`src/rtl/mem_arbiter.sv`:
```
// mem_arbiter: two-master round-robin arbiter, with an optional lock, for the
// CPU-side read/write port of the 16Kx16 data memory.
//   clk_i, rst_ni             clock; synchronous active-low reset
//   mN_req_i/we_i/lock_i      master N request, write select, hold ownership
//   mN_addr_i/wdata_i         master N word address and write data
//   mN_ack_o                  access accepted this cycle (combinational)
//   mN_rvalid_o/rdata_o       read data one cycle after a read ack (registered)
//   mem_addr_o/wdata_o/we_o   drive the memory port (combinational, 0 when idle)
//   mem_rdata_i               memory read data, stable at the rising edge
module mem_arbiter #(
    parameter int unsigned AW       = 14,
    parameter int unsigned DW       = 16,
    parameter int unsigned LOCK_MAX = 15
) (
    input  logic          clk_i,
    input  logic          rst_ni,
    input  logic          m0_req_i,
    input  logic          m0_we_i,
    input  logic          m0_lock_i,
    input  logic [AW-1:0] m0_addr_i,
    input  logic [DW-1:0] m0_wdata_i,
    output logic          m0_ack_o,
    output logic          m0_rvalid_o,
    output logic [DW-1:0] m0_rdata_o,
    input  logic          m1_req_i,
    input  logic          m1_we_i,
    input  logic          m1_lock_i,
    input  logic [AW-1:0] m1_addr_i,
    input  logic [DW-1:0] m1_wdata_i,
    output logic          m1_ack_o,
    output logic          m1_rvalid_o,
    output logic [DW-1:0] m1_rdata_o,
    output logic [AW-1:0] mem_addr_o,
    output logic [DW-1:0] mem_wdata_o,
    output logic          mem_we_o,
    input  logic [DW-1:0] mem_rdata_i
);

    localparam int unsigned LCW = 4;

    typedef enum logic [1:0] {
        IDLE  = 2'd0,
        LOCK0 = 2'd1,
        LOCK1 = 2'd2
    } state_e;

    state_e         state_q, state_d;
    logic           last_q, last_d;
    logic [LCW-1:0] lcnt_q, lcnt_d;
    logic           m0_rvalid_q, m0_rvalid_d;
    logic           m1_rvalid_q, m1_rvalid_d;
    logic [DW-1:0]  m0_rdata_q, m0_rdata_d;
    logic [DW-1:0]  m1_rdata_q, m1_rdata_d;
    logic           sel0, sel1;
    logic           gnt0, gnt1;
    logic [AW-1:0]  addr_c;
    logic [DW-1:0]  wdata_c;
    logic           we_c;

    // State register and registered read return.
    always_ff @(posedge clk_i) begin
        if (!rst_ni) begin
            state_q     <= IDLE;
            last_q      <= 1'b1;
            lcnt_q      <= '0;
            m0_rvalid_q <= 1'b0;
            m1_rvalid_q <= 1'b0;
            m0_rdata_q  <= '0;
            m1_rdata_q  <= '0;
        end else begin
            state_q     <= state_d;
            last_q      <= last_d;
            lcnt_q      <= lcnt_d;
            m0_rvalid_q <= m0_rvalid_d;
            m1_rvalid_q <= m1_rvalid_d;
            m0_rdata_q  <= m0_rdata_d;
            m1_rdata_q  <= m1_rdata_d;
        end
    end

    // Winner selection, lock/timeout next state, and memory port mux.
    always_comb begin
        state_d     = state_q;
        last_d      = last_q;
        lcnt_d      = lcnt_q;
        sel0        = 1'b0;
        sel1        = 1'b0;
        addr_c      = '0;
        wdata_c     = '0;
        we_c        = 1'b0;
        m0_rdata_d  = m0_rdata_q;
        m1_rdata_d  = m1_rdata_q;

        unique case (state_q)
            IDLE: begin
                if (m0_req_i && m1_req_i) begin
                    // Conflict: the master that was not granted last goes first.
                    sel0 = last_q;
                    sel1 = ~last_q;
                end else begin
                    sel0 = m0_req_i;
                    sel1 = m1_req_i;
                end
            end
            LOCK0:   sel0 = m0_req_i;
            LOCK1:   sel1 = m1_req_i;
            default: state_d = IDLE;
        endcase

        // Nothing is granted while reset is held.
        gnt0 = sel0 & rst_ni;
        gnt1 = sel1 & rst_ni;

        if (gnt0) begin
            last_d  = 1'b0;
            lcnt_d  = '0;
            state_d = m0_lock_i ? LOCK0 : IDLE;
            addr_c  = m0_addr_i;
            wdata_c = m0_wdata_i;
            we_c    = m0_we_i;
        end else if (gnt1) begin
            last_d  = 1'b1;
            lcnt_d  = '0;
            state_d = m1_lock_i ? LOCK1 : IDLE;
            addr_c  = m1_addr_i;
            wdata_c = m1_wdata_i;
            we_c    = m1_we_i;
        end else if (state_q != IDLE) begin
            // A locked state without a grant means the owner is idle.
            lcnt_d = lcnt_q + LCW'(1);
            if (lcnt_d == LCW'(LOCK_MAX)) begin
                state_d = IDLE;
                lcnt_d  = '0;
            end
        end

        m0_rvalid_d = gnt0 & ~m0_we_i;
        m1_rvalid_d = gnt1 & ~m1_we_i;
        if (m0_rvalid_d) m0_rdata_d = mem_rdata_i;
        if (m1_rvalid_d) m1_rdata_d = mem_rdata_i;
    end

    assign m0_ack_o    = gnt0;
    assign m1_ack_o    = gnt1;
    assign mem_addr_o  = addr_c;
    assign mem_wdata_o = wdata_c;
    assign mem_we_o    = we_c;
    assign m0_rvalid_o = m0_rvalid_q;
    assign m1_rvalid_o = m1_rvalid_q;
    assign m0_rdata_o  = m0_rdata_q;
    assign m1_rdata_o  = m1_rdata_q;

endmodule

```
`config.mk`:
```
export PLATFORM = sky130hd
export DESIGN_NAME = mem_arbiter
export DESIGN_NICKNAME = d
export VERILOG_FILES = /design/src/rtl/mem_arbiter.sv
export SDC_FILE = /design/constraint.sdc
export NUM_CORES = 1
export LEC_CHECK = 0
export BUFFER_PORTS_ARGS = -buffer_cell sky130_fd_sc_hd__buf_4
export CAP_MARGIN = 0
export CELL_PAD_IN_SITES_DETAIL_PLACEMENT = 0
export CELL_PAD_IN_SITES_GLOBAL_PLACEMENT = 1
export CORE_MARGIN = 1
export CORE_UTILIZATION = 29
export CTS_CLUSTER_DIAMETER = 30
export CTS_CLUSTER_SIZE = 25
export DETAILED_ROUTE_END_ITERATION = 8
export GPL_ROUTABILITY_DRIVEN = 0
export PLACE_DENSITY_LB_ADDON = 0.2
export SKIP_CTS_REPAIR_TIMING = 1
export SYNTH_ARGS = -nofsm -noshare
export SYNTH_HDL_FRONTEND = slang
export SYNTH_SLANG_ARGS = --single-unit
```
`constraint.sdc`:
```
create_clock -name clk_i -period 2.25 [get_ports clk_i]
set_input_delay 0.45 -clock clk_i [delete_from_list [all_inputs] [get_ports clk_i]]
set_output_delay 0.45 -clock clk_i [all_outputs]
set_load 0.005 [all_outputs]
```
[Word level (Yosys, flattened, before mapping)]
Cells that the tools add are included.
Storage, ports and cells
  flip-flop bits (word level): 41
  output and inout port bits: 67
  logic and storage cells: 45
Operators by class
  $add $sub $neg: 1
  equal/unequal tests: 3
  multiplexer cells: 20
  bitwise logic cells: 8
  reductions and logical operators: 6
Operators by type and width (number)
  $mux 16: 2
  $mux 14: 2
  $mux 2: 6
  $mux 1: 7
  $reduce_or 3->1: 2
  $add 4x1->4 const B: 1
  $and 1x1->1: 4
  $eq 4x4->1 const B: 1
  $mux 4: 1
  $not 1->1: 4
  $pmux 1 s2: 2
  $reduce_bool 2->1: 2
  $eq 2x1->1 const B: 1
  $eq 2x2->1 const B: 1
  $logic_not 2->1: 1
  $logic_and 1x1->1: 1

[Depth between registers and ports, before layout]
  word-level depth: 7
  mapped depth: 6
  gate-level depth less buffers: 5

[Worst setup path before layout]
OpenSTA, ideal clock, no wires.
  kind: in2out
  start point: input port m1_req_i
  end point: output port mem_addr_o[10]
  arrival: 1.359 ns
  data required time: 1.800 ns
  slack: 0.441 ns
  stages on the path: 4
  buffers on the path: 1
  cell sequence: nor2b_2 -> a211oi_2 -> buf_2 -> a22o_1
Between the ends
  elaborated cells between the ends (all ways): 9
  classes of those cells: 6 x mux; 2 x bitwise; 1 x reduce/logical
RTL lines
  from (decl): RTL line 25  | input logic m1_req_i,
  $logic_and 1x1->1: RTL line 96  | if (m0_req_i && m1_req_i) begin
  $mux 1: RTL line 96
  $pmux 1 s2: RTL line 94  | unique case (state_q)
  $and 1x1->1: RTL line 111  | gnt0 = sel0 & rst_ni;
  named net m0_ack_o: RTL line 22  | output logic m0_ack_o,
  $mux 14: RTL line 114  | if (gnt0) begin
  to (decl): RTL line 33  | output logic [AW-1:0] mem_addr_o,
The timed path passes the listed nets, and every way through them passes these cells.

[Worst setup path in the final report]
  start point: register state_q[1]
  end point: output port mem_wdata_o[9]
Between the ends
  longest elaborated chain between the ends: 5
  elaborated cells between the ends (all ways): 9
  classes of those cells: 2 x eq/ne; 4 x mux; 2 x bitwise; 1 x reduce/logical
RTL lines
  from (decl): RTL line 47  | state_e state_q, state_d;
  from (signal assigned): RTL line 71  | state_q <= state_d;
  $eq 2x2->1 / $logic_not 2->1 (equally long branches): RTL line 94
  $pmux 1 s2: RTL line 94
  $and 1x1->1: RTL line 112  | gnt1 = sel1 & rst_ni;
  $mux 16: RTL line 121  | end else if (gnt1) begin
  $mux 16 (*): RTL line 114
  to (decl): RTL line 34  | output logic [DW-1:0] mem_wdata_o,
Every way passes the cells marked *; elsewhere a longest branch is shown, timed or not.

==> summary.md <==
| Metric | Value |
|---|---|
| Clk slew on worst S/H paths | 0.08 ns |
| Switching share of power | 25.03% |
| TritonCTS clock tree | built |
| Worst r2r dst | m0_rdata_o[15] |
| Leading area contributor after synthesis | dfxtp_1 |
| Final hold violations | 0 |
| Post-Syn Area per Cell | 9.101 sq um |
| Post-route DRC | 0 |
| CP max FO | 33 |
| Switching power | 0.4299 mW |
| Avg WL per Cell | 13.90 um |
| Peak Freq | 474.2 MHz |
| Clock Skews | 0.007911 ns |
| CP max stage delay | 0.36 ns |
| Status | finished clean |
| Cell Area, Synth | 1929 sq um |
| H-tree levels | 2 |
| Nets | 447 |
| P_int | 1.288 mW |
| Vias in the first global route | 1,869 |
| Cts bufs inserted | 5 |
| Top FF cell, synth | dfxtp_1 |
| DRT Pass-1 Iters | 4 |
| Post-synth top area share | 42.54% |
| Power Dens Cells | 522.8 nW/um^2 |
| Reg2Reg Depth | 5 |
| Die width | 83.57 um |
| Critical Path End | mem_wdata_o[9] |
| Cell variety after synth | 34 |
| Synthesized flop and latch total | 41 |
| DRT antenna net count | 0 |
| Root Buffer | clkbuf_8 |
| Reg power frac | 45.0% |
| Met2 Resource Use GR | 30.30% |
| Hold slack final | 0.3606 ns |
| Share of cells above drive strength 1 | 47.51% |
| Synth warn | 0 |
| CTS sink count | 41 |
| Setup crit end kind | output pin |
| 1st-iter DRT viols | 84 |
| R2R Setup Slk | 0.64 ns |
| RR Startpoint | state_q[1] |
| RSZ-0062 raised after global routing | no |
| Drt total wl | 6103 um |
| Pin count of the biggest net entering global routing | 34 |
| Count of buffers from port buffering | 150 |
| GRT Total Usage | 17.24% |
| # diodes | 0 |
| Net Count, Synth | 298 |
| Clk pwr share | 31.6% |
| Number of synthesized flops with an enable pin | 0 |
| Setup WS pre-CTS | 0.2089 ns |
| Crit path time final | 2.109 ns |
| Hold Crit Class | in2reg |
| Tcrit/Tclk final | 93.72% |
| Count of final max-slew check failures | 0 |
| DR vias | 2,043 |
| Gate power share | 23.4% |
| Worst skew pair latency | 0.29 ns |
| Core ar. | 6386 sq um |
| Die area | 6983 sq um |
| Ports | 151 |
| Row cnt | 29 |
| Overflow after GRT | 0 |
| Fillers | 640 |
| Area of the multi-input gates | 1025 sq um |
| Met1 GRT Util | 20.24% |
| CP required | 1.80 ns |
| Synth area leaders | dfxtp_1 (43%), a22o_1 (15%), mux2i_1 (8.3%) |
| GRT busiest layer | met2 |
| Die height | 83.57 um |
| Worst vdd ir | 0.0003470 V |
| Vias/cell | 4.654 |
| Slew headroom | 65.56% |
| Register area | 820.8 sq um |
| Crit-path cells | nand2b_2 -> a211oi_4 -> buf_12 -> a22o_1 -> buf_4 |
| Number of max-cap violations | 0 |
| Cell Count, Final, Fillers Out | 439 |
| Initial antenna violation count | 0 |
| Crit path max-delay cell type | dfxtp_1 |
| Startpoint Class | flop |
| Crit Path Class | reg2out |
| Setup ws final | 0.1414 ns |
| Clk buf depth | 2 |
| Post-synthesis sequential area ratio | 42.54% |
| Placed Cells | 431 |
| Ys async rst share | 0% |
| Worst Max-Slew Pin Slew | 0.5166 ns |
| Grt met3 use | 5.539% |
| Setup violations, final | 0 |
| Global-route wire length before repair | 9784 um |
| HPWL Detailed | 4605 um |
| Setup TNS | 0 ns |
| Synth Instances | 212 |
| Starting density of the core | 30.21% |
| P&R area growth vs syn | 70.30% |
| Worst Path Arrival | 1.66 ns |
| Critical Path Source | state_q[1] |
| Leakage Power | 1.545 nW |
==> cells in the final DEF (no fill, tap or decap), drive strengths merged, types with 2 or more instances in the layout <==
master,n
mux2i,16
nand2b,2
dfxtp,41
clkbuf,7
o2bb2ai,2
nand2,37
a22o,33
inv,5
buf,158
nor4b,3
nor2,18
nor3,3
xor2,2
nand3,3
o21ai,17
ha,2
==> power by group through the flow <==
stage	sequential [mW]	combinational, mW	clock, mW
final	0.773	0.402	0.543
after floorplan	0.790	0.146	0
after CTS	0.773	0.406	0.572
after global placement	0.788	0.403	0
after global routing	0.777	0.438	0.595
after detailed placement	0.789	0.405	0
==> critical path: cells and delay by family, from the launching register on <==
| family | cells | cell delay [ns] |
|---|---|---|
| buffers and inverters | 2 | 0.33 |
| AO/OA/AOI/OAI | 2 | 0.43 |
| AND/OR/NAND/NOR | 1 | 0.25 |
| flip-flops | 1 | 0.36 |
==> cells by family after synthesis <==
| kind of cell | synth area share (%) |
|---|---|
| compound gates | 23.93 |
| mux | 8.301 |
| xor+xnor | 1.362 |
| flops | 42.54 |
| fa+ha+maj | 1.297 |
| buf+inv | 5.447 |
| simple gates | 17.12 |
==> cells in the mapped netlist, types with 2 or more instances <==
cell type / count
nand3_1: 3
a22o_1: 33
inv_1: 4
ha_1: 2
o21ai_1: 16
clkbuf_1: 3
nor3_1: 3
o2bb2ai_1: 2
xor2_1: 2
nor2_1: 18
dfxtp_1: 41
nor4b_1: 2
buf_2: 9
nand2_1: 37
mux2i_1: 16
buf_4: 3
==> how the worst min path moves through the flow <==
stage	start	to	slack (ns)	depth (start not counted)
detailed placement	m0_rdata_o[2]	m0_rdata_o[2]	0.44	2
CTS	rst_ni	last_q	0.34	2
global route	mem_rdata_i[11]	m0_rdata_o[11]	0.36	3
finish	rst_ni	last_q	0.36	2
global placement	m0_rdata_o[1]	m0_rdata_o[1]	0.44	2
floorplan	m0_rdata_o[0]	m0_rdata_o[0]	0.44	2
==> through the flow <==
step / area [sq um] / power [mW] / util [%]
floorplan: 1929 / 0.9353 / -
global placement: 3176 / 1.191 / 49.73
detailed placement: 3176 / 1.194 / 49.73
CTS: 3281 / 1.750 / 51.37
global route: 3286 / 1.809 / 51.45
finish: 3286 / 1.718 / 51.45
==> flip-flops by register name (all words and copies together), names as in the netlist <==
signal,cells
last_q,1
lcnt_q,4
m0_rdata_o,16
m0_rvalid_o,1
m1_rdata_o,16
m1_rvalid_o,1
state_q,2
==> area by class of cell <==
class,count,area share (%)
Clock buffer,7,2.932
Multi-Input combinational cell,151,31.19
Tap cell,77,2.932
Clock inverter,1,0.2666
Sequential cell,41,24.98
Inverter,4,0.4570
Timing Repair Buffer,158,37.24
==> metal layers <==
metal / up-vias / wire length [um]
li1: 1052 / -
met1: 903 / 2531
met2: 84 / 3015
met3: 4 / 519
met4: 0 / 37
met5: - / 0
Power figures use the tool's default switching activity.
